--- src/rtl/gfx_line_stream.sv ---
// Bresenham line rasteriser: accepts one line command, walks every pixel top-to-bottom,
// and emits the unmasked ones over a ready/valid pixel stream with a last-pixel flag.
module gfx_line_stream #(
    parameter  int FB_WIDTH     = 640,
    parameter  int FB_HEIGHT    = 480,
    parameter  int PATTERN_BITS = 16,
    localparam int X_BITS       = $clog2(FB_WIDTH),
    localparam int Y_BITS       = $clog2(FB_HEIGHT),
    localparam int C_BITS       = (X_BITS > Y_BITS) ? X_BITS : Y_BITS
) (
    input  logic                    clk,
    input  logic                    reset_n,
    input  logic                    cmd_valid,
    output logic                    cmd_ready,
    input  logic [X_BITS-1:0]       cmd_x0,
    input  logic [Y_BITS-1:0]       cmd_y0,
    input  logic [X_BITS-1:0]       cmd_x1,
    input  logic [Y_BITS-1:0]       cmd_y1,
    input  logic [PATTERN_BITS-1:0] cmd_pattern,
    input  logic                    abort,
    output logic                    pix_valid,
    input  logic                    pix_ready,
    output logic [X_BITS-1:0]       pix_x,
    output logic [Y_BITS-1:0]       pix_y,
    output logic                    pix_last,
    output logic                    busy,
    output logic                    done
);
    localparam int CW = C_BITS + 2;
    localparam logic signed [CW-1:0] ERR_ZERO = '0;

    typedef enum logic [2:0] {S_IDLE, S_NORM, S_DELTA, S_SETUP, S_DRAW} state_t;

    state_t                   state, state_nxt;
    logic [X_BITS-1:0]        xa, xb, x;
    logic [Y_BITS-1:0]        ya, yb, y;
    logic [PATTERN_BITS-1:0]  pat_l, pat;
    logic                     ltr;
    logic signed [CW-1:0]     dx, dy, err, err_step;
    logic signed [CW:0]       e2;
    logic [X_BITS-1:0]        xdiff;
    logic                     step, at_end, movx, movy;

    assign cmd_ready = (state == S_IDLE);
    assign busy      = (state != S_IDLE);
    assign pix_x     = x;
    assign pix_y     = y;
    assign at_end    = (x == xb) && (y == yb);
    assign pix_valid = (state == S_DRAW) && pat[0];
    assign pix_last  = (state == S_DRAW) && at_end;
    assign xdiff     = ltr ? (xb - xa) : (xa - xb);

    always_ff @(posedge clk or negedge reset_n) begin
        if (!reset_n) state <= S_IDLE;
        else          state <= state_nxt;
    end

    always_comb begin
        state_nxt = state;
        step      = 1'b0;
        e2        = {err, 1'b0};
        movx      = (e2 >= $signed({dy[CW-1], dy}));
        movy      = (e2 <= $signed({dx[CW-1], dx}));
        err_step  = err + (movx ? dy : ERR_ZERO) + (movy ? dx : ERR_ZERO);
        case (state)
            S_IDLE:  if (cmd_valid) state_nxt = S_NORM;
            S_NORM:  state_nxt = S_DELTA;
            S_DELTA: state_nxt = S_SETUP;
            S_SETUP: state_nxt = S_DRAW;
            S_DRAW: begin
                // Masked pixels advance unconditionally; emitted ones wait for the handshake.
                step = !pat[0] || pix_ready;
                if (step && at_end) state_nxt = S_IDLE;
            end
            default: state_nxt = S_IDLE;
        endcase
        if (abort) state_nxt = S_IDLE;
    end

    always_ff @(posedge clk or negedge reset_n) begin
        if (!reset_n) begin
            xa    <= '0;
            xb    <= '0;
            ya    <= '0;
            yb    <= '0;
            x     <= '0;
            y     <= '0;
            pat_l <= '0;
            pat   <= '0;
            ltr   <= 1'b0;
            dx    <= '0;
            dy    <= '0;
            err   <= '0;
            done  <= 1'b0;
        end else begin
            done <= 1'b0;
            if (!abort) begin
                case (state)
                    S_IDLE: if (cmd_valid) begin
                        xa    <= cmd_x0;
                        ya    <= cmd_y0;
                        xb    <= cmd_x1;
                        yb    <= cmd_y1;
                        pat_l <= cmd_pattern;
                    end
                    S_NORM: begin
                        // Always walk downwards so y only ever increments.
                        if (ya > yb) begin
                            xa  <= xb;
                            xb  <= xa;
                            ya  <= yb;
                            yb  <= ya;
                            ltr <= (xb < xa);
                        end else begin
                            ltr <= (xa < xb);
                        end
                    end
                    S_DELTA: begin
                        dx <= $signed({{(CW-X_BITS){1'b0}}, xdiff});
                        dy <= $signed({{(CW-Y_BITS){1'b0}}, ya}) - $signed({{(CW-Y_BITS){1'b0}}, yb});
                    end
                    S_SETUP: begin
                        err <= dx + dy;
                        x   <= xa;
                        y   <= ya;
                        pat <= pat_l;
                    end
                    S_DRAW: if (step) begin
                        pat <= {pat[0], pat[PATTERN_BITS-1:1]};
                        if (at_end) begin
                            done <= 1'b1;
                        end else begin
                            if (movx) x <= ltr ? x + X_BITS'(1) : x - X_BITS'(1);
                            if (movy) y <= y + Y_BITS'(1);
                            err <= err_step;
                        end
                    end
                    default: ;
                endcase
            end
        end
    end
endmodule

--- config.mk ---
export PLATFORM = sky130hd
export DESIGN_NAME = gfx_line_stream
export DESIGN_NICKNAME = d
export VERILOG_FILES = /design/src/rtl/gfx_line_stream.sv
export SDC_FILE = /design/constraint.sdc
export NUM_CORES = 1
export LEC_CHECK = 0
export BUFFER_PORTS_ARGS = -buffer_cell sky130_fd_sc_hd__buf_4
export CAP_MARGIN = 40
export CORE_MARGIN = 8
export CORE_UTILIZATION = 30
export CTS_BUF_LIST = sky130_fd_sc_hd__clkbuf_2
export CTS_CLUSTER_DIAMETER = 200
export CTS_CLUSTER_SIZE = 20
export DETAILED_ROUTE_END_ITERATION = 8
export GPL_TIMING_DRIVEN = 0
export SYNTH_ARGS = -nofsm -noshare
export SYNTH_HDL_FRONTEND = slang
export SYNTH_SLANG_ARGS = --single-unit
export TNS_END_PERCENT = 5
--- constraint.sdc ---
create_clock -name clk -period 4.3 [get_ports clk]
set_input_delay 0.86 -clock clk [delete_from_list [all_inputs] [get_ports clk]]
set_output_delay 0.86 -clock clk [all_outputs]
set_load 0.005 [all_outputs]
# ---- Word-level counts from Yosys, hierarchy flattened
# Index checks and enable logic that the tools add are counted.
dict set report word_totals {
  reg_bits 126
  inputBits 59
  output_inout_bits 24
  word_cells 101
}
dict set report op_classes {
  addsub 9
  magnitude_cmp 5
  eq_ne 14
  mux 39
  n_bitwise 1
  n_reduce_logical 19
}
# op n
set op_table {}
lappend op_table {{$mux W10} 10}
lappend op_table {{$mux W9} 7}
lappend op_table {{$pmux W10 S2} 3}
lappend op_table {{$pmux W9 S2} 3}
lappend op_table {{$mux W12} 3}
lappend op_table {{$pmux W16 S2} 1}
lappend op_table {{$pmux W12 S2} 1}
lappend op_table {{$lt A10 B10 Y1} 2}
lappend op_table {{$sub A10 B10 Y10} 2}
lappend op_table {{$mux W16} 1}
lappend op_table {{$pmux W3 S5} 1}
lappend op_table {{$ge A13 B10 Y1} 1}
lappend op_table {{$le A13 B11 Y1} 1}
lappend op_table {{$add A11 B10 Y12} 1}
lappend op_table {{$add A12 B11 Y12} 1}
lappend op_table {{$add A12 B12 Y12} 1}
lappend op_table {{$ne A2 B2 Y1 const B} 6}
lappend op_table {{$add A10 B1 Y10 const B} 1}
lappend op_table {{$eq A10 B10 Y1} 1}
lappend op_table {{$reduce_and A5 Y1} 2}
lappend op_table {{$sub A10 B1 Y10 const B} 1}
lappend op_table {{$sub A9 B9 Y10} 1}
lappend op_table {{$add A9 B1 Y9 const B} 1}
lappend op_table {{$eq A9 B9 Y1} 1}
lappend op_table {{17 further kinds} 34}

# ---- Depth between registers and ports, before layout
dict set report depth {
  word_depth 7
  depth_mapped 20
  depth_no_buf 19
}

# ---- Least setup slack after synthesis
# Ideal clock, no wire load.
dict set report synth_path {
  path_kind {flip-flop to flip-flop}
  from {reg err[1]}
  to {reg err[10]}
  setup_ps 82
  t_arrival_ps 3946
  required_ps 4218
  slack_ps 272
  path_stages_with_launch 17
  path_buffers 1
  period_less_slack_ps 4028
  path_cell_list {dfrtp_1 > ha_1 > a211oi_1 > o21ai_0 > nand4_1 > a2111oi_4 > clkbuf_1 > nor2_1 > fa_1 > ha_1 > a211oi_1 > nor2_1 > or3_1 > a221oi_1 > xnor2_1 > nand2_1 > a31oi_1}
}
dict set report synth_via {
  elab_chain_cells 7
  elab_cells_between_ends 9
  classes_between {add/sub: 2; order compare: 2; mux: 5}
}
# item line_no
set synth_lines {}
lappend synth_lines {{start: declaration} 39} ;# logic signed [CW-1:0] dx, dy, err, err_step;
lappend synth_lines {{start signal: assignment} 123} ;# err <= dx + dy;
lappend synth_lines {{start signal: assignment} 135} ;# err <= err_step;
lappend synth_lines {{$ge A13 B10 Y1} 62} ;# movx = (e2 >= $signed({dy[CW-1], dy}));
lappend synth_lines {{$mux W12} 64} ;# err_step = err + (movx ? dy : ERR_ZERO) + (movy ? dx : ERR_ZERO);
lappend synth_lines {{$add A12 B12 Y12} 64}
lappend synth_lines {{$add A12 B11 Y12 *} 64}
lappend synth_lines {{$mux W12 *} 130} ;# if (at_end) begin
lappend synth_lines {{$mux W12 *} 128} ;# S_DRAW: if (step) begin
lappend synth_lines {{$pmux W12 S2 *} 98} ;# case (state)
# Every way passes the cells marked *; elsewhere a longest branch is shown, timed or not. The select of a mux whose other input is x is not followed.
# A chain may end at the register's enable or synchronous reset.

# ---- Worst setup path after layout
dict set report layout_path {
  from {reg dx[5]}
  to {reg err[7]}
}
dict set report layout_via {
  elab_chain_cells 6
  elab_cells_between_ends 7
  classes_between {add/sub: 2; order compare: 1; mux: 4}
}
# item line_no
set layout_lines {}
lappend layout_lines {{start: declaration} 39}
lappend layout_lines {{start signal: assignment} 119} ;# dx <= $signed({{(CW-X_BITS){1'b0}}, xdiff});
lappend layout_lines {{$le A13 B11 Y1} 63} ;# movy = (e2 <= $signed({dx[CW-1], dx}));
lappend layout_lines {{$mux W10} 64}
lappend layout_lines {{$add A12 B11 Y12} 64}
lappend layout_lines {{$mux W12} 130}
lappend layout_lines {{$mux W12} 128}
lappend layout_lines {{$pmux W12 S2 *} 98}
# Marks and branches as above.

==> impl_metrics.yaml <==
synth:
  synth_unique_cells: 63
  mappedNetlistNets: 1144
  synth_top_area_cell: "dfrtp_1"
  synth.top_cells.by_area: "dfrtp_1 (35%), ha_1 (11%), mux2i_1 (7.1%), mux2_2 (4.2%), xnor2_1 (3.9%)"
  ys_warn_count: 0
  number_of_instances_in_the_synthesized_netlist: 988
  compound_gate_fraction_of_synth_area_pct: 15.31
  netlist_top_cells_count: "dfrtp_1 (126), nand2_1 (88), ha_1 (81)"
  post_synth_mux_area_share_pct: 11.33
  synth_xor_area_share_pct: 4.994
  avgSynthCellArea_um2: 9.231
  ys_seq_area_share_pct: 34.57
  synthesis.area_um2: 9120
  synth_adder_area_share_pct: 14.62
  postSynthRegisterBits: 126
  postSynth.topFlopCell: "dfrtp_1"
  yosysTopAreaCellShare_pct: 34.57
  yosys.area_share.simple_pct: 14.41
  synth-edff-count: 0
  post-synth-top-count-cell: "dfrtp_1"
  combinational_family_with_the_most_area_after_synthesis: "compound AO/OA/AOI/OAI gates"
  ys_async_sr_fraction_pct: 100.0
min_path:
  hold-path-cell-count: 2
  min_path_type: "primary input to flip-flop"
power:
  leak_pwr_nw: 4.909
  power_per_cell_area_nw_per_um2: 877.0
  p_switching_mw: 4.596
  power.share.clock_pct: 9.1
  switching_share_pct: 48.51
  combinationalPowerShare_pct: 65.8
  seqPwrFrac_pct: 25.1
  power.internal_mw: 4.878
  power.ir.vdd_worst_mv: 0.2969
  overall_power_consumption_mw: 9.475
flow_run:
  max_cap_viol_count: 0
placement:
  portBuffers: 82
  place_hpwl_um: 20720
  gp_congestion: 0.8750
finish:
  filler_cell_count: 3174
  design.final.nets: 1259
  utilization_pct: 35.69
  area.growth.synth_to_final_pct: 18.47
  drive_above_1_share_pct: 18.46
global_route:
  global_route.overflow_total: 0
  grt_max_degree: 84
  grt_pass1_vias: 7881
  number_of_antenna_violations_at_the_first_check_in_global_routing: 1
  grt_pass1_wl_um: 42650
  global_route.usage.total_pct: 14.69
sta:
  final.setup_skew_ns: 0.02271
  worst_slew_margin_rel_pct: 45.09
  worst-slew-pin-transition_ns: 0.8236
  timing.fmax_mhz: 239.9
  final-setup-viol-count: 0
  finalCritPeriodShare_pct: 96.93
  timing.final.hold_violations: 0
  maxSlewViolCount: 0
  min_period_ns: 4.168
setup_path:
  worst_ep_arrival_time_ns: 4.84
  worstSetupStartpointType: "flip-flop"
  timing.critical_path.slowest_cell_delay_ns: 0.49
  start_to_end_type_of_the_worst_setup_path: "flip-flop to flip-flop"
  r2r.worst_path.cells: 19
  cp_slowest_cell: "dfrtp_1"
  crit_path_max_fanout: 5
  reg2reg_setup_slack_ns: 0.13
  worst-endpoint-required_ns: 4.97
  timing.critical_path.to_type: "flip-flop"
  critical_path.cell_chain: "inv_2 > ha_1 > or4_1 > nand4_1 > a2111oi_4 > buf_4 > nand2b_1 > fa_1 > inv_1 > ha_4 > inv_1 > fa_1 > nand2b_4 > a21oi_4 > o21ai_0 > nand2b_1 > xnor2_1 > nor3_1 > a211o_1"
clock_tree:
  htree_num_levels: 4
  cts_max_path_buffers: 2
  clock-sinks: 126
  clock-root-buffer: "clkbuf_2"
  cts_tree: "done"
  tritoncts.num_buffers: 17
  worstSkewPairLatency_ns: 0.76
  clk_pin_slew_ns: 0.22
die:
  design.core.area_um2: 30270
  initial_utilization_pct: 30.13
  width_of_the_die_um: 190.4
  die_area_um2: 36240
  die_y_um: 190.4
  rows: 64
  floorplan.io_pins: 83
detailed_routing:
  detail_route.wl_per_cell_um: 17.56
  detailroute.via_count: 7703
  post-route-drc-count: 0
  drt_first_iter_violations: 478
  antenna_violating_nets_remaining: 0
  dr.pass1.iters: 5
  wl_um: 26570
  avgViaCountPerCell: 5.091
run_status:
  run_status: "completed"
[cell families (layout without fill, tap and decap cells)]
group,count (synthesis),after routing
multiplexers,99,99
AND/OR/NAND/NOR,280,280
adder cells (fa/ha/maj),97,97
buffers and inverters,111,239
AO/OA/AOI/OAI,223,223
flip-flops,126,126
XOR/XNOR,52,52
other,0,1
[layer usage]
layer	share of wire [%]	global-route usage, %	routed length (um)	vias to the layer above
met2	49	24.51	12940	158
met5	0	0	0	-
met4	2.7	5.370	720	0
met3	3.6	2.524	956	45
met1	45	18.81	11950	3764
li1	-	-	-	3736
[sequential cells by signal, indices dropped and copies added, names as in the netlist]
name,cells
xa,10
err,12
ya,9
xb,10
pix_y,9
pix_x,10
yb,9
pat_l,16
ltr,1
dy,10
dx,10
state,3
done,1
pat,16
[stage by stage]
stage	setup TNS [ns]	area, um2	hold WS (ns)	setup slack (ns)	std cells
2_1_floorplan	0	9120	0.4497	0.2716	988
3_3_place_gp	-2.660	10230	0.4738	-0.5492	1466
3_5_place_dp	-3.138	10290	0.4751	-0.6436	1470
4_1_cts	-0.006704	10650	0.2512	-0.006704	1510
5_1_grt	-0.03288	10800	0.2135	-0.03288	1513
6_report	0	10800	0.3072	0.1321	1513
[power groups by stage]
stage / combinational (mW) / clock, mW / sequential, mW
2_1_floorplan: 4.30 / 0 / 2.16
3_3_place_gp: 5.62 / 0 / 2.38
3_5_place_dp: 5.72 / 0 / 2.39
4_1_cts: 5.89 / 0.876 / 2.35
5_1_grt: 7.00 / 0.931 / 2.45
6_report: 6.23 / 0.863 / 2.38
[final cells by class]
cell class | count | area [um2] | area share [%]
antenna | 1 | 2.502 | 0.02316
buffer | 38 | 170.2 | 1.575
clock buffer | 17 | 85.08 | 0.7875
clock inverter | 15 | 186.4 | 1.726
inverter | 73 | 274.0 | 2.536
multi-input combinational | 751 | 5683 | 52.60
sequential | 126 | 3157 | 29.22
tap | 396 | 495.5 | 4.586
timing repair buffer | 96 | 750.7 | 6.948
[cell usage in the layout (no fill, tap or decap), types with 5 or more instances in the layout]
| master | synthesis | routed |
|---|---|---|
| dfrtp_1 | 126 | 123 |
| buf_4 | 2 | 94 |
| nand2_1 | 88 | 88 |
| nor2_1 | 80 | 77 |
| ha_1 | 81 | 75 |
| inv_1 | 73 | 68 |
| mux2i_1 | 65 | 65 |
| a21oi_1 | 61 | 59 |
| o21ai_0 | 53 | 52 |
| xnor2_1 | 41 | 40 |
| mux2_2 | 34 | 34 |
| clkbuf_1 | 26 | 25 |
| nor3_1 | 22 | 21 |
| a31oi_1 | 20 | 20 |
| clkbuf_2 | 2 | 19 |
| nand3_1 | 17 | 17 |
| fa_1 | 16 | 16 |
| o22ai_1 | 15 | 15 |
| nand2b_1 | 14 | 13 |
| a211oi_1 | 14 | 13 |
| nor2b_1 | 12 | 12 |
| xor2_1 | 11 | 11 |
| nand4_1 | 10 | 10 |
| a21o_1 | 10 | 10 |
| o211ai_1 | 7 | 7 |
| nor4_1 | 6 | 6 |
| buf_2 | 6 | 6 |
| and2_1 | 6 | 6 |
| o21a_1 | 6 | 6 |
| inv_2 | 0 | 5 |
[worst max-delay path: cells and delay by family, from the launching register on]
| kind | cells | cell delay [ns] |
|---|---|---|
| and+or+nand+nor | 6 | 1.15 |
| xor gates and xnor gates | 1 | 0.16 |
| DFF | 1 | 0.49 |
| buffers and inverters | 4 | 0.42 |
| adders and majority gates | 4 | 1.21 |
| AOI/OAI and AO/OA | 4 | 0.67 |
[worst paths after layout]
| path | end | start |
|---|---|---|
| max in group asynchronous | dy[9] | reset_n |
| worst min-delay path | pat_l[11] | cmd_pattern[11] |
| worst max register to register | err[7] | dx[5] |
| worst min register to register | pat[15] | pat[15] |
| min in group asynchronous | pix_x[4] | reset_n |
| worst max-delay path | err[7] | dx[5] |
[repair_timing]
item | in CTS | in global routing
cloned | 0 | 1
hold endpoints to repair | 43 | 0
pin swaps | 2 | 11
hold buffers | 1 | 0
endpoints found under the setup margin | 7 | 4
gates resized for setup | 9 | 30
setup buffers | 7 | 1
No activity file was read; power rests on OpenSTA's default activity.
